File: src/rtl/cpu_pkg.sv
// Shared types and defaults for the multi-port CPU register file.
package cpu_pkg;

   // Stack-pointer operation requested alongside the ordinary write ports.
   typedef enum logic [1:0] {
      SP_HOLD = 2'b00,
      SP_LOAD = 2'b01,
      SP_INC  = 2'b10,
      SP_DEC  = 2'b11
   } sp_op_e;

   localparam logic [31:0] SP_RST_DEFAULT  = 32'h0000_0100;
   localparam int unsigned SP_STEP_DEFAULT = 4;

endpackage

File: src/rtl/rf_next_mux.sv
// Next-state resolver for a single register: SP update > write port 1 > write port 0 > hold.
module rf_next_mux
   import cpu_pkg::*;
#(
   parameter int unsigned DW      = 32,
   parameter bit          IS_SP   = 1'b0,
   parameter int unsigned SP_STEP = SP_STEP_DEFAULT
) (
   input  logic [DW-1:0] cur_i,
   input  sp_op_e        sp_op_i,
   input  logic [DW-1:0] sp_wd_i,
   input  logic          wr0_i,
   input  logic [DW-1:0] wd0_i,
   input  logic          wr1_i,
   input  logic [DW-1:0] wd1_i,
   output logic [DW-1:0] nxt_o
);

   localparam logic [DW-1:0] StepDw = DW'(SP_STEP);

   // Priority select; SP arithmetic wraps modulo 2^DW and uses the pre-edge value.
   always_comb begin
      nxt_o = cur_i;
      if (IS_SP && (sp_op_i != SP_HOLD)) begin
         unique case (sp_op_i)
            SP_LOAD: nxt_o = sp_wd_i;
            SP_INC:  nxt_o = cur_i + StepDw;
            SP_DEC:  nxt_o = cur_i - StepDw;
            default: nxt_o = cur_i;
         endcase
      end else if (wr1_i) begin
         nxt_o = wd1_i;
      end else if (wr0_i) begin
         nxt_o = wd0_i;
      end
   end

endmodule

File: src/rtl/register_file_mp.sv
// Multi-port register file: two write ports, built-in SP push/pop, two latched read
// ports plus a latched SP copy, with optional same-cycle write-to-read bypass.
module register_file_mp
   import cpu_pkg::*;
#(
   parameter int unsigned DW      = 32,
   parameter int unsigned NREG    = 8,
   parameter int unsigned SP_IDX  = 4,
   parameter logic [31:0] SP_RST  = SP_RST_DEFAULT,
   parameter int unsigned SP_STEP = SP_STEP_DEFAULT,
   parameter bit          BYPASS  = 1'b1,
   localparam int unsigned AW     = $clog2(NREG)
) (
   input  logic               clk,
   input  logic               n_rst,
   input  logic               re,
   input  logic [AW-1:0]      ra1,
   input  logic [AW-1:0]      ra2,
   input  logic               we0,
   input  logic [AW-1:0]      wa0,
   input  logic [DW-1:0]      wd0,
   input  logic               we1,
   input  logic [AW-1:0]      wa1,
   input  logic [DW-1:0]      wd1,
   input  logic [1:0]         sp_op,
   input  logic [DW-1:0]      sp_wd,
   output logic [DW-1:0]      rd1,
   output logic [DW-1:0]      rd2,
   output logic [DW-1:0]      sp_q,
   output logic               rd_vld,
   output logic [NREG*DW-1:0] dbg_rf
);

   localparam logic [DW-1:0] SpRstDw = DW'(SP_RST);

   logic [DW-1:0] rf_q   [NREG];
   logic [DW-1:0] rf_d   [NREG];
   logic [DW-1:0] rd_src [NREG];

   logic [DW-1:0] rd1_q, rd1_d;
   logic [DW-1:0] rd2_q, rd2_d;
   logic [DW-1:0] sp_lat_q, sp_lat_d;
   logic          rd_vld_q;

   sp_op_e sp_op_s;
   assign sp_op_s = sp_op_e'(sp_op);

   // One resolver per register; the shared rf_d vector drives both storage and bypass.
   for (genvar i = 0; i < NREG; i++) begin : g_reg
      rf_next_mux #(
         .DW      (DW),
         .IS_SP   (i == SP_IDX),
         .SP_STEP (SP_STEP)
      ) u_next (
         .cur_i   (rf_q[i]),
         .sp_op_i (sp_op_s),
         .sp_wd_i (sp_wd),
         .wr0_i   (we0 && (wa0 == AW'(i))),
         .wd0_i   (wd0),
         .wr1_i   (we1 && (wa1 == AW'(i))),
         .wd1_i   (wd1),
         .nxt_o   (rf_d[i])
      );

      assign rd_src[i]            = BYPASS ? rf_d[i] : rf_q[i];
      assign dbg_rf[i*DW +: DW]   = rf_q[i];
   end

   // Register storage; reset drops any write presented in the same cycle.
   always_ff @(posedge clk) begin
      if (!n_rst) begin
         for (int unsigned i = 0; i < NREG; i++) begin
            rf_q[i] <= (i == SP_IDX) ? SpRstDw : '0;
         end
      end else begin
         for (int unsigned i = 0; i < NREG; i++) begin
            rf_q[i] <= rf_d[i];
         end
      end
   end

   // Read latch next-state: capture on re, otherwise hold.
   always_comb begin
      rd1_d    = rd1_q;
      rd2_d    = rd2_q;
      sp_lat_d = sp_lat_q;
      if (re) begin
         rd1_d    = rd_src[ra1];
         rd2_d    = rd_src[ra2];
         sp_lat_d = rd_src[SP_IDX];
      end
   end

   // Read latches and the valid strobe, which simply follows re by one cycle.
   always_ff @(posedge clk) begin
      if (!n_rst) begin
         rd1_q    <= '0;
         rd2_q    <= '0;
         sp_lat_q <= '0;
         rd_vld_q <= 1'b0;
      end else begin
         rd1_q    <= rd1_d;
         rd2_q    <= rd2_d;
         sp_lat_q <= sp_lat_d;
         rd_vld_q <= re;
      end
   end

   assign rd1    = rd1_q;
   assign rd2    = rd2_q;
   assign sp_q   = sp_lat_q;
   assign rd_vld = rd_vld_q;

endmodule
File: config.mk
export PLATFORM = sky130hd
export DESIGN_NAME = register_file_mp
export DESIGN_NICKNAME = d
export VERILOG_FILES = /design/src/rtl/cpu_pkg.sv /design/src/rtl/rf_next_mux.sv /design/src/rtl/register_file_mp.sv
export SDC_FILE = /design/constraint.sdc
export NUM_CORES = 1
export LEC_CHECK = 0
export CAP_MARGIN = 20
export CORE_AREA = 2 2 258 260
export CTS_CLUSTER_DIAMETER = 40
export DETAILED_ROUTE_END_ITERATION = 10
export DIE_AREA = 0 0 260 262
export SLEW_MARGIN = 20
export SYNTH_ARGS = -nofsm -noshare
export SYNTH_HDL_FRONTEND = slang
export SYNTH_HIERARCHICAL = 1
export SYNTH_SLANG_ARGS = --single-unit
File: constraint.sdc
create_clock -name clk -period 6.1 [get_ports clk]
set_input_delay 1.22 -clock clk [delete_from_list [all_inputs] [get_ports clk]]
set_output_delay 1.22 -clock clk [all_outputs]
set_load 0.005 [all_outputs]
==> flow_summary.json, run 1 <==
{
  "run_status": "finished, final reports clean",
  "synth.net_count": 2727,
  "met1_usage_pct": 40.6,
  "power.leakage_nw": 10.9,
  "synth_top_area_share_pct": 31.3,
  "fin_crit_ns": 4.38,
  "drt_iter0_drc": 2344,
  "syn-instance-count": 2609,
  "cp-end-kind": "register",
  "first_pass_iters": 5,
  "core_area_mm2": 0.0653,
  "met2_usage_pct": 43.2,
  "rows": 94,
  "clock-root-buffer": "clkbuf_16",
  "report.final.hold_viol_count": 0,
  "yosys.area_share.simple_pct": 17.1,
  "avgViaCountPerCell": 5.79,
  "min_to": "sp_q[13]$_SDFFE_PN0P_",
  "cts_hold_buf": 0,
  "yosys_warnings": 6,
  "cts_tree": "built",
  "grt_pass1_vias": 21300,
  "wl_um": 105000,
  "cts_setup_buffers": 0,
  "drc": 0,
  "ant_nets": 0,
  "synthXorXnorAreaFrac_pct": 0.892,
  "arrival_ns": 4.92,
  "worstHoldStart": "sp_q[13]$_SDFFE_PN0P_",
  "syn_avg_cell_area_um2": 8.66,
  "dieArea_mm2": 0.0681,
  "antenna_found_initial": 8,
  "grt_max_degree": 155,
  "setup.worst_path.class": "input port to register",
  "htreeDepth": 3,
  "die_x_um": 260,
  "synth_area_leaders": "dfxtp_1, mux2i_1, and2_1",
  "synth_fa_ha_area_share_pct": 0.166,
  "post-route-period-util_pct": 71.9,
  "grt_use_total_pct": 29.4,
  "synth_largest_area_cell": "dfxtp_1",
  "finClkSkew_ns": 0.0177,
  "cp_max_fo": 67,
  "cap_violations": 0,
  "cts_buffer_depth": 3,
  "worst_pin_slew_ns": 1.13,
  "portBuffers": 467,
  "area_growth_pct": 32.8,
  "critPathRequiredTime_ns": 6.64,
  "grt_pass1_wl_um": 148000,
  "fmax_mhz": 228,
  "die_h_um": 262,
  "p_per_area_mw_per_mm2": 281,
  "final_cell_mix": "clkdlybuf4s50_1, mux2i_1, dfxtp_1, nand2_1, and2_1",
  "final_util_pct": 45.9,
  "clock_sinks": 353,
  "cts_resized": 0,
  "cts.reportedPaths.clkPinSlew_ns": 0.05,
  "slew_viol_final": 0,
  "synth_edf_count": 0,
  "numCtsBuffers": 72,
  "clk_latency_ns": 0.62,
  "ys_ff_latch": 353,
  "synth_top_family_by_area": "multiplexers",
  "r2r_end": "rd2[26]$_SDFFE_PN0P_",
  "fin_nets": 3075,
  "hold-path-cell-count": 2,
  "ir_worst_vdd_v": 0.000168,
  "final_common_cell": "clkdlybuf4s50_1",
  "synth_area_mm2": 0.0226,
  "fin_hold_ws_ns": 0.522,
  "synthFlopType": "dfxtp_1",
  "dp_hpwl_um": 73800,
  "ys_seq_area_share_pct": 31.3,
  "hold_class": "register to register",
  "slew_headroom_pct": 24.8,
  "io_pins": 468,
  "crit_path_start_kind": "input port",
  "finalPower_w": 0.00842,
  "ff2ff_setup_slack_ns": 2.24,
  "synthDistinctLibCells": 77,
  "tns_ns": 0,
  "r2r-start": "rf_q[1][15]$_SDFF_PN0_",
  "rsz0062_at_grt": "no",
  "drive_above_1_share_pct": 12.1,
  "routedWlPerCell_um": 27.0,
  "dr_total_vias": 22500,
  "grt_overflow": 0,
  "initial_core_util_pct": 34.6,
  "gp_congestion": 0.954,
  "ys_async_sr_fraction_pct": 0,
  "top_usage_layer": "met2",
  "synth_mux_area_share_pct": 25.5,
  "final-setup-viol-count": 0,
  "r2r_cells": 11,
  "grt.met3_usage_pct": 7.20,
  "synth_compound_area_share_pct": 17.9
}
[worst max-delay path by stage]
stage | start | end | slack, ns | depth (start not counted)
6_report | sp_op[1] | rd2[31]$_SDFFE_PN0P_ | 1.72 | 12
5_1_grt | sp_op[1] | rd2[31]$_SDFFE_PN0P_ | 1.51 | 12
4_1_cts | sp_op[1] | rd2[31]$_SDFFE_PN0P_ | 1.82 | 12
3_5_place_dp | sp_op[1] | rd2[31]$_SDFFE_PN0P_ | 1.19 | 12
3_3_place_gp | sp_op[1] | rd2[19]$_SDFFE_PN0P_ | 1.27 | 13
2_1_floorplan | sp_op[1] | rd1[26]$_SDFFE_PN0P_ | 1.79 | 16
[logic make-up after synthesis]
logic type | after synthesis
and+or+nand+nor | 761
xor gates and xnor gates | 23
DFF | 353
buffers and inverters | 251
adders and majority gates | 3
AOI/OAI and AO/OA | 659
muxes | 559
[layout make-up]
type | count | area, µm²
fillers | 6140 | 35300
clock inverters | 44 | 641
inverters | 6 | 22.5
clock buffers | 89 | 1970
repair buffers | 519 | 5160
diodes | 5 | 12.5
flip-flops and latches | 353 | 7070
multi-input cells | 2005 | 14000
well taps | 864 | 1080
[worst max-delay path, stage by stage]
cell and delay [ns]:
buf_2 0.10, buf_4 0.59, and3b_1 0.31, a2bb2oi_1 0.11, o41ai_4 0.67, and4b_1 0.29, a2111oi_0 0.06, a211oi_1 0.71
mux2_2 0.28, o22ai_1 0.08, a221o_1 0.32, a21oi_1 0.14
[registers in the layout, indices dropped and copies added (netlist names)]
signal  flops
rd2        32
sp_q       32
rd_vld      1
rd1        32
rf_q      256
[synthesized netlist by cell type, drive strengths merged (12+ instances only)]
| cell type | instances |
|---|---|
| mux2i | 429 |
| dfxtp | 353 |
| o21ai | 336 |
| nand2 | 289 |
| and2 | 258 |
| buf | 142 |
| mux2 | 130 |
| a21oi | 110 |
| clkbuf | 103 |
| nor2 | 78 |
| o22ai | 53 |
| a221o | 48 |
| nor2b | 34 |
| nand3 | 25 |
| a22oi | 24 |
| xnor2 | 18 |
| nor3 | 17 |
| o221ai | 17 |
| nand2b | 12 |
[layer usage]
layer | up-vias | wire length [µm]
met1 | 10900 | 45900
li1 | 10100 | -
met3 | 196 | 10200
met5 | - | 36
met2 | 1288 | 44700
met4 | 6 | 3950
[power by group]
part           internal, W  leakage [nW]  switching, W
logic             0.000714          6.73      0.000866
clock network      0.00276          1.25       0.00148
registers          0.00244          2.89      0.000166
total              0.00591          10.9       0.00251
[through the flow]
stage / instance area (µm²) / worst slack [ns] / cells
floorplan: 22600 / 1.79 / 2609
global placement: 27400 / 1.27 / 3747
detailed placement: 27400 / 1.19 / 3747
CTS: 30000 / 1.82 / 3880
global route: 30000 / 1.51 / 3884
finish: 30000 / 1.72 / 3885
No activity file was read; power rests on OpenSTA's default activity.
==> run 2: changes to the inputs <==
clock period = 4.2 ns   (was 6.1 ns; I/O delays follow)
==> run 2 against run 1 <==
Critical path depth decreased by 1. First-iteration DRC count up 13%. Largest cell class unchanged. Final cell count is 2.2% higher. Register-to-register slack worse by 1.7 ns. Core utilization is 1.4 points higher. Combinational power rose by 55%. Clock skew about the same. Wire length is 3.7% higher. Highest routed layer unchanged.
==> flow_summary.json, run 2 (synthesis gave the netlist of run 1 again) <==
{
  "run_status": "finished, final reports clean",
  "cts.reportedPaths.clkPinSlew_ns": 0.05,
  "met3_wirelength_um": 11800,
  "routed-wl-met2_um": 45700,
  "final_common_cell": "clkdlybuf4s50_1",
  "avgViaCountPerCell": 5.76,
  "grt_max_degree": 130,
  "grt_pass1_wl_um": 154000,
  "fmax_mhz": 274,
  "hold_class": "register to register",
  "cts_hold_buf": 0,
  "core_area_mm2": 0.0653,
  "drt_iter0_drc": 2654,
  "htreeDepth": 3,
  "largest_reg_flops": 256,
  "post-route-period-util_pct": 87.0,
  "rsz0062_at_grt": "no",
  "dr_total_vias": 22900,
  "cts_buffer_depth": 3,
  "drc": 0,
  "comb_power_share_pct": 19.6,
  "clock_sinks": 353,
  "critPathRequiredTime_ns": 4.73,
  "grt_use_total_pct": 30.6,
  "cap_violations": 0,
  "cp-end-kind": "register",
  "ant_nets": 0,
  "setup.worst_path.class": "register to register",
  "final_util_pct": 47.3,
  "drive_above_1_share_pct": 14.7,
  "die_h_um": 262,
  "fin_crit_ns": 3.65,
  "p_sw_w": 0.00374,
  "cts_setup_buffers": 0,
  "cts_resized": 0,
  "routedWlPerCell_um": 27.4,
  "die_x_um": 260,
  "p_sw_share_pct": 30.0,
  "final_cell_mix": "clkdlybuf4s50_1, mux2i_1, dfxtp_1, nand2_1, and2_1",
  "gp_congestion": 0.974,
  "highest-signal-layer": "met5",
  "p_int_w": 0.00871,
  "slew_viol_final": 0,
  "tns_ns": 0,
  "io_pins": 468,
  "grt_pass1_vias": 21700,
  "portBuffers": 467,
  "cp_max_fo": 15,
  "arrival_ns": 4.18,
  "clock-root-buffer": "clkbuf_16",
  "grt_overflow": 0,
  "cts_tree": "built",
  "area_growth_pct": 36.8,
  "seqPwrFrac_pct": 30.3,
  "p_per_area_mw_per_mm2": 403,
  "drt-met1-wl_um": 47500,
  "fin_nets": 3162,
  "dp_hpwl_um": 76800,
  "numCtsBuffers": 75,
  "dieArea_mm2": 0.0681,
  "clk_latency_ns": 0.62,
  "final-setup-viol-count": 0,
  "top_register": "rf_q",
  "wl_um": 109000,
  "worst_pin_slew_ns": 1.03,
  "ir_worst_vdd_v": 0.000262,
  "initial_core_util_pct": 34.6,
  "power.leakage_nw": 11.4,
  "first_pass_iters": 6,
  "antenna_found_initial": 5,
  "slew_headroom_pct": 31.1,
  "rows": 94,
  "finClkSkew_ns": 0.0178,
  "power_frac_clock_pct": 50.0,
  "crit_path_start_kind": "register",
  "report.final.hold_viol_count": 0
}
## run 2: per-layer routing
metal	up-vias	track usage [%]
li1	10200	-
met1	11000	42.5
met2	1422	45.2
met3	202	8.31
met4	2	10.6
met5	-	0
## run 2: area by class of cell
class,count,area (µm²)
inverters,6,22.5
repair buffers,603,6040
diodes,4,10.0
flip-flops and latches,353,7070
well taps,864,1080
clock inverters,49,621
multi-input cells,2005,14000
fillers,6099,34400
clock buffers,87,2010
## run 2: worst paths after layout
kind	start	depth (start not counted)	slack [ns]	to
setup / recovery	rf_q[1][21]$_SDFF_PN0_	11	0.55	rd1[31]$_SDFFE_PN0P_
hold / removal	sp_q[30]$_SDFFE_PN0P_	2	0.52	sp_q[30]$_SDFFE_PN0P_
setup reg to reg	rf_q[1][21]$_SDFF_PN0_	11	0.55	rd1[31]$_SDFFE_PN0P_
hold reg to reg	sp_q[30]$_SDFFE_PN0P_	2	0.52	sp_q[30]$_SDFFE_PN0P_
## run 2: critical path, cell delays in order, from the launching register on
cell and delay (ns):
dfxtp_1 0.51, nor4_1 0.64, o2111ai_1 0.27, a31oi_1 0.34
nand2_1 0.14, o21ai_0 0.17, a2111oi_0 0.12, a211oi_1 0.59
mux2_2 0.28, o22ai_1 0.07, a221o_1 0.28, a21oi_1 0.15
## run 2: power groups by stage
stage,clock network (W),registers [W],logic (W)
after detailed placement,0,0.00383,0.00238
after CTS,0.00628,0.00377,0.00239
after global routing,0.00644,0.00379,0.00258
final,0.00623,0.00378,0.00245
after floorplan,0,0.00372,0.00126
after global placement,0,0.00383,0.00236
## run 2: per-stage QoR
step           instances  setup slack (ns)  hold WS (ns)  cell area [µm²]  total power (W)
2_1_floorplan       2609             0.270         0.507            22600          0.00498
3_5_place_dp        3831            0.0933         0.507            28300          0.00621
5_1_grt             3969             0.296         0.541            30900           0.0128
3_3_place_gp        3831            0.0258         0.499            28300          0.00620
6_report            3971             0.547         0.519            30900           0.0125
4_1_cts             3967             0.599         0.524            30900           0.0124
